**config.mk**
```make
export PLATFORM = sky130hd
export DESIGN_NAME = moveobj_bbox_detect
export DESIGN_NICKNAME = d
export VERILOG_FILES = /design/src/rtl/moveobj_bbox_detect.sv
export SDC_FILE = /design/constraint.sdc
export NUM_CORES = 1
export LEC_CHECK = 0
export CORE_UTILIZATION = 55
export CTS_CLUSTER_SIZE = 24
export DETAILED_ROUTE_END_ITERATION = 7
export GPL_TIMING_DRIVEN = 0
export PLACE_DENSITY = 0.88
export SETUP_SLACK_MARGIN = 0.3
export SYNTH_ARGS = -nofsm -noshare
export SYNTH_HDL_FRONTEND = slang
export SYNTH_SLANG_ARGS = --single-unit
```
**constraint.sdc**
```tcl
create_clock -name sys_clk -period 3.2 [get_ports sys_clk]
set_input_delay 0.64 -clock sys_clk [delete_from_list [all_inputs] [get_ports sys_clk]]
set_output_delay 0.64 -clock sys_clk [all_outputs]
set_load 0.02 [all_outputs]
```
**src/rtl/moveobj_bbox_detect.sv**
```systemverilog
// Per-frame bounding box of the cleaned motion mask: counts foreground pixels and tracks
// min/max column/row, publishing a box (and a one-cycle frame_done) on each vsync rise.
module moveobj_bbox_detect #(
  parameter int IMG_W      = 640,
  parameter int IMG_H      = 480,
  parameter int MIN_PIXELS = 64,
  parameter int X_W        = 11,
  parameter int Y_W        = 10,
  parameter int CNT_W      = 20
) (
  input  logic             sys_clk,
  input  logic             rst_n,
  input  logic             pre_vsync,
  input  logic             pre_href,
  input  logic             pre_wr_en,
  input  logic             pre_1bit,
  output logic             box_valid,
  output logic [X_W-1:0]   box_x_min,
  output logic [X_W-1:0]   box_x_max,
  output logic [Y_W-1:0]   box_y_min,
  output logic [Y_W-1:0]   box_y_max,
  output logic [CNT_W-1:0] box_pix_cnt,
  output logic             frame_done
);

  typedef enum logic [1:0] {IDLE, ACTIVE, PUBLISH} state_t;

  typedef struct packed {
    logic [X_W-1:0]   x_min;
    logic [X_W-1:0]   x_max;
    logic [Y_W-1:0]   y_min;
    logic [Y_W-1:0]   y_max;
    logic [CNT_W-1:0] cnt;
  } acc_t;

  localparam acc_t ACC_INIT = '{
    x_min: X_W'(IMG_W - 1),
    x_max: '0,
    y_min: Y_W'(IMG_H - 1),
    y_max: '0,
    cnt:   '0
  };

  state_t state_q, state_d;
  logic   vs_d, hs_d;
  logic   vs_rise, hs_fall;
  logic   pix_ok, fg_hit, pub;
  logic   line_hit;
  logic [X_W-1:0] col;
  logic [Y_W-1:0] row;
  acc_t   acc;

  assign vs_rise = pre_vsync & ~vs_d;
  assign hs_fall = ~pre_href & hs_d;
  assign pix_ok  = pre_wr_en & pre_href & ~pre_vsync
                 & (col < X_W'(IMG_W)) & (row < Y_W'(IMG_H));
  assign fg_hit  = pix_ok & pre_1bit & (state_q != IDLE);
  assign pub     = (state_q == ACTIVE) & vs_rise;

  always_ff @(posedge sys_clk or negedge rst_n) begin
    if (!rst_n) begin
      vs_d <= 1'b0;
      hs_d <= 1'b0;
    end else begin
      vs_d <= pre_vsync;
      hs_d <= pre_href;
    end
  end

  // col saturates at IMG_W because pix_ok stops accepting there; same holds for row.
  always_ff @(posedge sys_clk or negedge rst_n) begin
    if (!rst_n) begin
      col      <= '0;
      row      <= '0;
      line_hit <= 1'b0;
    end else begin
      if (vs_rise || hs_fall) col <= '0;
      else if (pix_ok)        col <= col + 1'b1;

      if (vs_rise)                  row <= '0;
      else if (hs_fall && line_hit) row <= row + 1'b1;

      if (vs_rise || hs_fall) line_hit <= 1'b0;
      else if (pix_ok)        line_hit <= 1'b1;
    end
  end

  always_ff @(posedge sys_clk or negedge rst_n) begin
    if (!rst_n) state_q <= IDLE;
    else        state_q <= state_d;
  end

  always_comb begin
    state_d = state_q;
    case (state_q)
      IDLE:    if (vs_rise) state_d = ACTIVE;
      ACTIVE:  if (vs_rise) state_d = PUBLISH;
      PUBLISH: state_d = ACTIVE;
      default: state_d = IDLE;
    endcase
  end

  // Accumulators restart on the publishing edge so the PUBLISH cycle already belongs
  // to the new frame; IDLE holds them at init so a partial frame never leaks through.
  always_ff @(posedge sys_clk or negedge rst_n) begin
    if (!rst_n) begin
      acc <= ACC_INIT;
    end else if (state_q == IDLE || pub) begin
      acc <= ACC_INIT;
    end else if (fg_hit) begin
      if (acc.cnt != {CNT_W{1'b1}}) acc.cnt <= acc.cnt + 1'b1;
      if (col < acc.x_min) acc.x_min <= col;
      if (col > acc.x_max) acc.x_max <= col;
      if (row < acc.y_min) acc.y_min <= row;
      if (row > acc.y_max) acc.y_max <= row;
    end
  end

  always_ff @(posedge sys_clk or negedge rst_n) begin
    if (!rst_n) begin
      box_valid   <= 1'b0;
      box_x_min   <= '0;
      box_x_max   <= '0;
      box_y_min   <= '0;
      box_y_max   <= '0;
      box_pix_cnt <= '0;
      frame_done  <= 1'b0;
    end else begin
      frame_done <= pub;
      if (pub) begin
        box_pix_cnt <= acc.cnt;
        if (acc.cnt >= CNT_W'(MIN_PIXELS)) begin
          box_valid <= 1'b1;
          box_x_min <= acc.x_min;
          box_x_max <= acc.x_max;
          box_y_min <= acc.y_min;
          box_y_max <= acc.y_max;
        end else begin
          box_valid <= 1'b0;
          box_x_min <= '0;
          box_x_max <= '0;
          box_y_min <= '0;
          box_y_max <= '0;
        end
      end
    end
  end

endmodule
```
# Word level (Yosys, flattened, before mapping)
# Cells that the tools add are included.
[classes]
addsub = 3
magnitude_cmp = 7
n_eq_ne = 5
muxes = 21
bitwise_logic = 12
n_reduce_logical = 19
[op_table]
columns = ["op", "count"]
rows = [
  ["62-bit 2-to-1 mux", 2],
  ["11-bit 2-to-1 mux", 6],
  ["10-bit 2-to-1 mux", 6],
  ["20-bit by 1-bit adder with 20-bit output (second input constant)", 1],
  ["20-bit by 7-bit greater-or-equal comparator with 1-bit output (second input constant)", 1],
  ["20-bit 2-to-1 mux", 1],
  ["20-bit != test (second input constant)", 1],
  ["2-bit nonzero test", 9],
  ["2-bit AND reduction", 6],
  ["11-bit by 1-bit adder with 11-bit output (second input constant)", 1],
  ["11-bit > comparator", 1],
  ["11-bit by 10-bit < comparator with 1-bit output (second input constant)", 1],
  ["11-bit < comparator", 1],
  ["10-bit by 1-bit adder with 10-bit output (second input constant)", 1],
  ["10-bit > comparator", 1],
  ["10-bit < comparator", 1],
  ["10-bit by 9-bit < comparator with 1-bit output (second input constant)", 1],
  ["1-bit AND", 9],
  ["2-bit one-hot mux with 3 select lines", 1],
  ["2-bit 2-to-1 mux", 2],
  ["2-bit != test (second input constant)", 2],
  ["1-bit 2-to-1 mux", 3],
  ["1-bit inverter", 3],
  ["2-bit by 1-bit equality test with 1-bit output (second input constant)", 1],
  ["other kinds (4)", 5],
]
[totals]
register_bits = 152
in_bits = 6
out_inout_bits = 64
elab_cells = 85

# Depth between registers and ports, before layout
# Gate-level depths: netlist (run 1).
[depth]
depth_word = 8
mapped_depth = 9
mapped_depth_nobuf = 8

# Worst setup path before layout (run 1)
# Ideal clock, no wire load.
[synth_timing]
kind = "input to register"
startpoint = "input pre_vsync"
endpoint = "register acc[22] (netlist bit)"
setup_ns = 0.121
t_arrival_ns = 2.224
required_ns = 3.079
path_slack_ns = 0.855
stages = 8
path_buffers = 2
path_cell_list = "nor3b_2 and4_1 buf_6 nand2_4 or4_4 and2_4 buf_6 a22o_1"
[synth_between]
elab_chain_len = 8
word_cells_on_any_way = 13
classes_between = "1 x mux; 8 x bitwise; 4 x reduce/logical"
[synth_rtl]
columns = ["item", "line", "text"]
rows = [
  ["start, declared", "13", "input logic pre_vsync,"],
  ["1-bit inverter", "55", "assign pix_ok = pre_wr_en & pre_href & ~pre_vsync"],
  ["1-bit AND", "55", ""],
  ["1-bit AND (2 in a row)", "56", "& (col < X_W'(IMG_W)) & (row < Y_W'(IMG_H));"],
  ["1-bit AND (2 in a row)", "57", "assign fg_hit = pix_ok & pre_1bit & (state_q != IDLE);"],
  ["2-bit nonzero test (no line)", "--", ""],
  ["2-bit AND reduction (no line)", "--", ""],
  ["end, declared", "51", "acc_t acc;"],
]
# Parallel ways exist; a longest one is shown, timed or not.
# A chain may end at the register's enable or synchronous reset.

# Final worst setup path (run 1)
[layout_timing]
startpoint = "input pre_href"
endpoint = "register acc[17] (netlist bit)"
[layout_between]
elab_chain_len = 8
[layout_rtl]
columns = ["item", "line", "text"]
rows = [
  ["start, declared", "14", "input logic pre_href,"],
  ["1-bit AND (2 in a row)", "55", ""],
  ["1-bit AND (2 in a row)", "56", ""],
  ["1-bit AND (2 in a row)", "57", ""],
  ["2-bit nonzero test (no line)", "--", ""],
  ["2-bit AND reduction (no line)", "--", ""],
]
# Every way passes these cells.

==> run summary, run 1 <==
Avg Cell Area, Syn = 9.93 sq um
Gate power share = 12.0%
initial antenna violation count = 0
Pre-antenna DRT Iters = 5
top-area cell type share of the netlist area = 47.0%
CTS clk-pin slew, worst paths = 60 ps
outcome = finished clean
clock network fraction of design power = 42.9%
Syn-to-layout area delta = 20.9%
worst-path cell chain = clkdlybuf4s50_1, nor3b_2, nand4_1, nor4_4, nand3b_1, or3_1, a21oi_1
Final Cell Area = 8760 sq um
Layout Nets = 868
Root Buffer Master = clkbuf_16
Vias = 5921
simple-gate share of the synthesized area = 18.1%
CTS tree = built
Antenna Nets Post-Route = 0
PwrDens = 510 nW/um^2
vias in the first global route = 5937
Synth Register Bits = 152
hold_buf cts = 0
post-detail-place hpwl = 12000 um
CP bufs+invs = 1
total gr overflow = 0
EDFF count, synth = 0
r2r setup slk = 470 ps
first-pass GRT wire length = 29700 um
Final Total Pwr = 4.46 mW
Post-Place Worst Slack = -134 ps
largest net degree at the start of global routing = 81
xor and xnor area share after synthesis = 3.14%
ys async rst share = 100%
Filler Cell Count = 974
area leader, netlist = dfrtp_1
die width = 117 um
placed insts = 971
Iter 0 DRT Violations = 588
area of the die = 13600 sq um
max-cap violations = 0
WL/cell = 17.7 um
maximum VDD drop = 0.000430 V
Yosys warning total = 0
HP Class = in -> async
most frequent cell after synthesis = dfrtp_1
site row count = 41
Netlist cell types = 46
CTS Sinks = 152
Antenna Cells = 0
crit path max fanout = 6
Final Hold Fails = 0
crit start category = input port
Seq pwr share = 45.1%
Cell Count, Final, Fillers Out = 1003
Routed WL = 17800 um
htree depth = 4
layout cell share with drive strength beyond 1 = 7.22%
CP Class = in -> reg
Crit path max-delay family = simple AND/OR/NAND/NOR gates
ys flop type = dfrtp_1
Leak = 4.07 nW
RSZ-0062 raised after global routing = yes
I/O pin cnt = 70
fmax = 357 MHz
Cell Int Power = 3.24 mW
CP peak stage delay = 600 ps
CTS Buf Count = 17
Post-Synthesis Cells = 729
DR vias/cell = 5.90
clk_skew = 11.7 ps
largest family of logic cells by synthesized area = simple AND/OR/NAND/NOR gates
WP data arrival = 3150 ps
Initial Util = 56.9%
multiplexer share of the synthesized area = 0.138%
largest cells by area after synthesis = dfrtp_1, ha_1, nand2_1
Adder-Cell Fraction of Synth Area = 7.60%
final setup margin = 396 ps
Switch Pwr = 1.22 mW
Setup crit end kind = register
Worst path slowest cell = clkdlybuf4s50_1
final setup vio count = 0
gp weighted congestion = 0.878
Buffers on Ports = 69
drt drc = 0
Global Route Usage Sum = 29.0%
Synth Cell Area = 7240 sq um
chip height = 117 um
Critical Path RT = 3550 ps
worst-skew pair later-pin latency = 430 ps
clk buf depth = 2
Slew headroom = 45.5%
worst-margin pin slew = 797 ps
Post-Syn Nets = 779
Final Critical Period = 2800 ps
DP Area = 8180 sq um
Synth Area in Compound Gates = 13.6%
final critical-path share of the clock period = 87.6%
Sw Share = 27.4%
Final Slew Violations = 0
CORE AREA = 12700 sq um
Post-synth top cells = dfrtp_1, nand2_1, inv_1
post-synthesis sequential area ratio = 52.8%
-- sequential cells by signal, summed over array words and instances (netlist names) --
| name | cells |
|---|---|
| frame_done | 1 |
| row | 10 |
| box_y_max | 10 |
| box_valid | 1 |
| acc | 62 |
| line_hit | 1 |
| state_q | 2 |
| vs_d | 1 |
| box_y_min | 10 |
| hs_d | 1 |
| box_x_max | 11 |
| box_x_min | 11 |
| col | 11 |
| box_pix_cnt | 20 |
-- per-stage QoR --
stage | setup TNS, ps | util, % | hold slack [ps]
final | 0 | 68.8 | 242
after CTS | 0 | 68.6 | 259
after global routing | 0 | 68.8 | 282
after global placement | -645820 | 64.0 | 459
after floorplan | 0 | - | 344
after detailed placement | -449 | 64.3 | 462
-- cell usage in the layout, fill, tap and decap left out, drive strengths merged, types with 6 or more instances in the layout --
master           n
xor2            18
inv             51
a31oi           16
a211oi           7
and3            13
dfstp           16
o21ai           32
o31ai           40
nand3           24
clkbuf          50
nor2            37
a21oi           19
clkinv           6
nor3            22
ha              44
xnor2            8
nand2          129
nor4             6
buf              7
clkdlybuf4s50   68
nand4           16
dfrtp          136
a22o            18
-- timing repair --
item,in CTS,in global routing
setup buffers,0,0
endpoints found under the setup margin,0,38
resized for setup,0,10
-- cells by family after synthesis --
kind of cell / after synthesis
xor+xnor: 26
buf+inv: 84
flops: 152
fa+ha+maj: 44
mux: 1
simple gates: 275
compound gates: 147
-- routing by layer --
layer	global-route usage, %	vias up	routed length [um]
li1	-	2731	-
met1	38.4	2853	7410
met2	46.1	283	8520
met5	0	-	0
met4	12.0	0	470
met3	6.85	54	1390
-- power groups by stage --
stage | sequential [mW] | combinational, mW | clock (mW)
floorplan | 2.04 | 0.308 | 0
global placement | 2.04 | 0.499 | 0
detailed placement | 2.04 | 0.516 | 0
CTS | 2.01 | 0.524 | 1.92
global route | 2.02 | 0.584 | 2.01
finish | 2.01 | 0.538 | 1.91
-- final timing paths --
path	from	cells after the start	end
setup reg to reg	col[8]$_DFFE_PN0P_	7	acc[41]$_DFFE_PN0P_
hold / removal	rst_n	1	box_x_max[6]$_DFFE_PN0P_
hold reg to reg	box_x_max[8]$_DFFE_PN0P_	2	box_x_max[8]$_DFFE_PN0P_
max in group asynchronous	rst_n	2	acc[30]$_DFFE_PN1P_
setup / recovery	pre_href	7	acc[17]$_DFFE_PN0P_
min in group sys_clk	box_x_max[8]$_DFFE_PN0P_	2	box_x_max[8]$_DFFE_PN0P_
-- cell type report --
cell class	count	area [sq um]	share of cell area, %
Clock buffer	22	444	5.07
Sequential cell	152	3820	43.7
Timing Repair Buffer	70	719	8.21
Inverter	51	191	2.19
Tap cell	172	215	2.46
Multi-Input combinational cell	493	3110	35.5
Buffer	33	143	1.63
Clock inverter	10	109	1.24
Power figures use the tool's default switching activity.
==> run 2, diff against run 1 <==
- CELL_PAD_IN_SITES_DETAIL_PLACEMENT: unset -> 0
- CELL_PAD_IN_SITES_GLOBAL_PLACEMENT: unset -> 1
- CORE_UTILIZATION: 55 -> 45
- PLACE_DENSITY: 0.88 -> 0.91
==> run 2 against run 1 <==
  * Non-clock buffer count unchanged
  * Clock-buffer cell count up 1
  * Clock skew increased by 1.9 ps
  * Worst setup slack better by 49 ps
  * Maximum frequency increased by 1.8%
  * Sequential power barely moved
  * Wire length shrank 2.8%
  * Via count decreased by 4.1%
  * Critical path depth is the same
  * Power is 1.9% higher
  * Hold slack got worse by 92 ps
  * Clock power increased by 5%
  * Largest power group unchanged
  * Highest routed layer unchanged
==> run summary, run 2 (synthesized netlist as in run 1, its figures left out) <==
Min Hold Slack = 149 ps (-92.3 ps)
clk buf depth = 2 (unchanged)
CTS Buf Count = 17 (unchanged)
Final Hold Fails = 0 (unchanged)
final setup margin = 445 ps (+49.3 ps)
Layout Nets = 868 (unchanged)
Crit path max-delay family = compound AO/OA/AOI/OAI gates
Global Route Usage Sum = 22.6% (-6.4 points)
final setup vio count = 0 (unchanged)
site row count = 46 (+12%)
chip height = 129 um (+10%)
commonest non-fill, non-tap cell in the layout = dfrtp_1
Routed WL = 17300 um (-2.8%)
clk_skew = 13.6 ps (+1.91 ps)
Antenna Nets Post-Route = 0 (unchanged)
vias in the first global route = 5562 (-6.3%)
htree depth = 4 (unchanged)
Filler Cell Count = 1436 (+47%)
worst-path cell chain = ha_1, a211oi_1, nor2_1, a2111oi_0, nor3_1, nor2_2, a22o_1
WP data arrival = 3110 ps (-40 ps)
Leak = 4.07 nW (about the same)
PwrDens = 514 nW/um^2 (+0.78%)
area occupied by multi-input gates = 3110 sq um (unchanged)
CTS Sinks = 152 (unchanged)
Vias = 5677 (-4.1%)
Critical Path RT = 3560 ps (about the same)
Post-Place Worst Slack = -164 ps (-29.8 ps)
utilization after layout = 56.1% (-13 points)
commonest cells after routing, fill and taps aside = dfrtp_1, nand2_1, clkdlybuf4s50_1
post-detail-place hpwl = 12200 um (+1.8%)
first-pass GRT wire length = 28600 um (-3.7%)
Slew headroom = 42.6% (-2.9 points)
worst-skew pair later-pin latency = 430 ps (about the same)
Syn-to-layout area delta = 22.2%
drt drc = 0 (unchanged)
I/O pin cnt = 70 (unchanged)
initial antenna violation count = 0 (unchanged)
Pre-antenna DRT Iters = 5 (unchanged)
worst-margin pin slew = 840 ps (+42.5 ps)
crit path max fanout = 10 (+4)
maximum VDD drop = 0.000436 V (+1.3%)
Worst path slowest cell = a2111oi_0
CP peak stage delay = 730 ps (+130 ps)
WL/cell = 16.5 um (-6.9%)
top flop regs = acc: 62 flops, box_pix_cnt: 20 flops
CTS clk-pin slew, worst paths = 60 ps (about the same)
Setup crit end kind = register
Initial Util = 45.9% (-11 points)
largest net degree at the start of global routing = 103 (+27%)
Root Buffer Master = clkbuf_16
gp weighted congestion = 0.805 (-8.3%)
CP Class = reg -> reg
RSZ-0062 raised after global routing = no
max-cap violations = 0 (unchanged)
HP Class = in -> async
Top reg by flops = acc
layout cell share with drive strength beyond 1 = 7.22% (unchanged)
Iter 0 DRT Violations = 369 (-37%)
Largest register FFs = 62 (unchanged)
CORE AREA = 15800 sq um (+24%)
Final Slew Violations = 0 (unchanged)
placed insts = 1015 (+4.5%)
area occupied by registers = 3820 sq um (unchanged)
Final Critical Period = 2750 ps (-49.3 ps)
total gr overflow = 0 (unchanged)
outcome = finished clean
area of the die = 16600 sq um (+22%)
CP bufs+invs = 0 (-1)
Antenna Cells = 0 (unchanged)
final critical-path share of the clock period = 86.1% (-1.5 points)
Buffers on Ports = 69 (unchanged)
Cell Count, Final, Fillers Out = 1047 (+4.4%)
CTS tree = built
fmax = 363 MHz (+1.8%)
DR vias/cell = 5.42 (-8.2%)
crit start category = register
die width = 129 um (+10%)
==> run 2: changes by cell type in the layout (fill, tap and decap cells not counted) <==
cell        previous run  this run
clkinvlp_4             2         4
clkinv_2               5         0
clkbuf_2               3         1
clkinv_4               1         2
inv_6                  0         1
clkbuf_8               0         3
==> run 2: layout make-up <==
cell class / count / share of cell area [%]
flip-flops and latches: 152 / 43.2
multi-input cells: 493 / 35.2
repair buffers: 70 / 8.13
clock buffers: 23 / 5.40
well taps: 216 / 3.05
inverters: 51 / 2.16
plain buffers: 33 / 1.58
clock inverters: 9 / 1.31
==> run 2: through the flow <==
step                cell area [sq um]  power, mW  setup TNS, ps
floorplan                        7240       2.35              0
global placement                 8200       2.56        -670520
detailed placement               8230       2.58          -2270
CTS                              8830       4.59              0
global route                     8850       4.71              0
finish                           8850       4.55              0
==> run 2: metal layers <==
| metal | share of wire (%) | track usage (%) | wire [um] | vias up |
|---|---|---|---|---|
| met5 | 0 | 0 | 0 | - |
| met4 | 2.2 | 8.93 | 374 | 0 |
| li1 | - | - | - | 2739 |
| met2 | 47 | 35.0 | 8060 | 133 |
| met1 | 47 | 31.2 | 8130 | 2777 |
| met3 | 4.1 | 4.70 | 713 | 28 |
==> run 2: path summary, 6_finish.rpt <==
path | from | slack, ps | cells after the start | to
worst max register to register | col[8]$_DFFE_PN0P_ | 450 | 7 | acc[42]$_DFFE_PN0P_
min in group sys_clk | box_pix_cnt[9]$_DFFE_PN0P_ | 470 | 2 | box_pix_cnt[9]$_DFFE_PN0P_
worst min-delay path | rst_n | 150 | 1 | acc[49]$_DFFE_PN0P_
max in group asynchronous | rst_n | 2200 | 2 | box_pix_cnt[8]$_DFFE_PN0P_
worst max-delay path | col[8]$_DFFE_PN0P_ | 450 | 7 | acc[42]$_DFFE_PN0P_
worst min register to register | box_pix_cnt[9]$_DFFE_PN0P_ | 470 | 2 | box_pix_cnt[9]$_DFFE_PN0P_
==> run 2: report_power, final <==
group,total [mW],internal [mW],leakage [nW],switching (mW)
logic,0.534,0.122,1.74,0.412
clock network,2.00,1.21,0.276,0.788
registers,2.01,1.98,2.06,0.0327
total,4.55,3.31,4.07,1.23
==> run 2: repair_timing <==
item,CTS,global route
buffers inserted,0,0
hold buffers,0,0
endpoints found under the setup margin,2,20
gates resized for setup,1,4
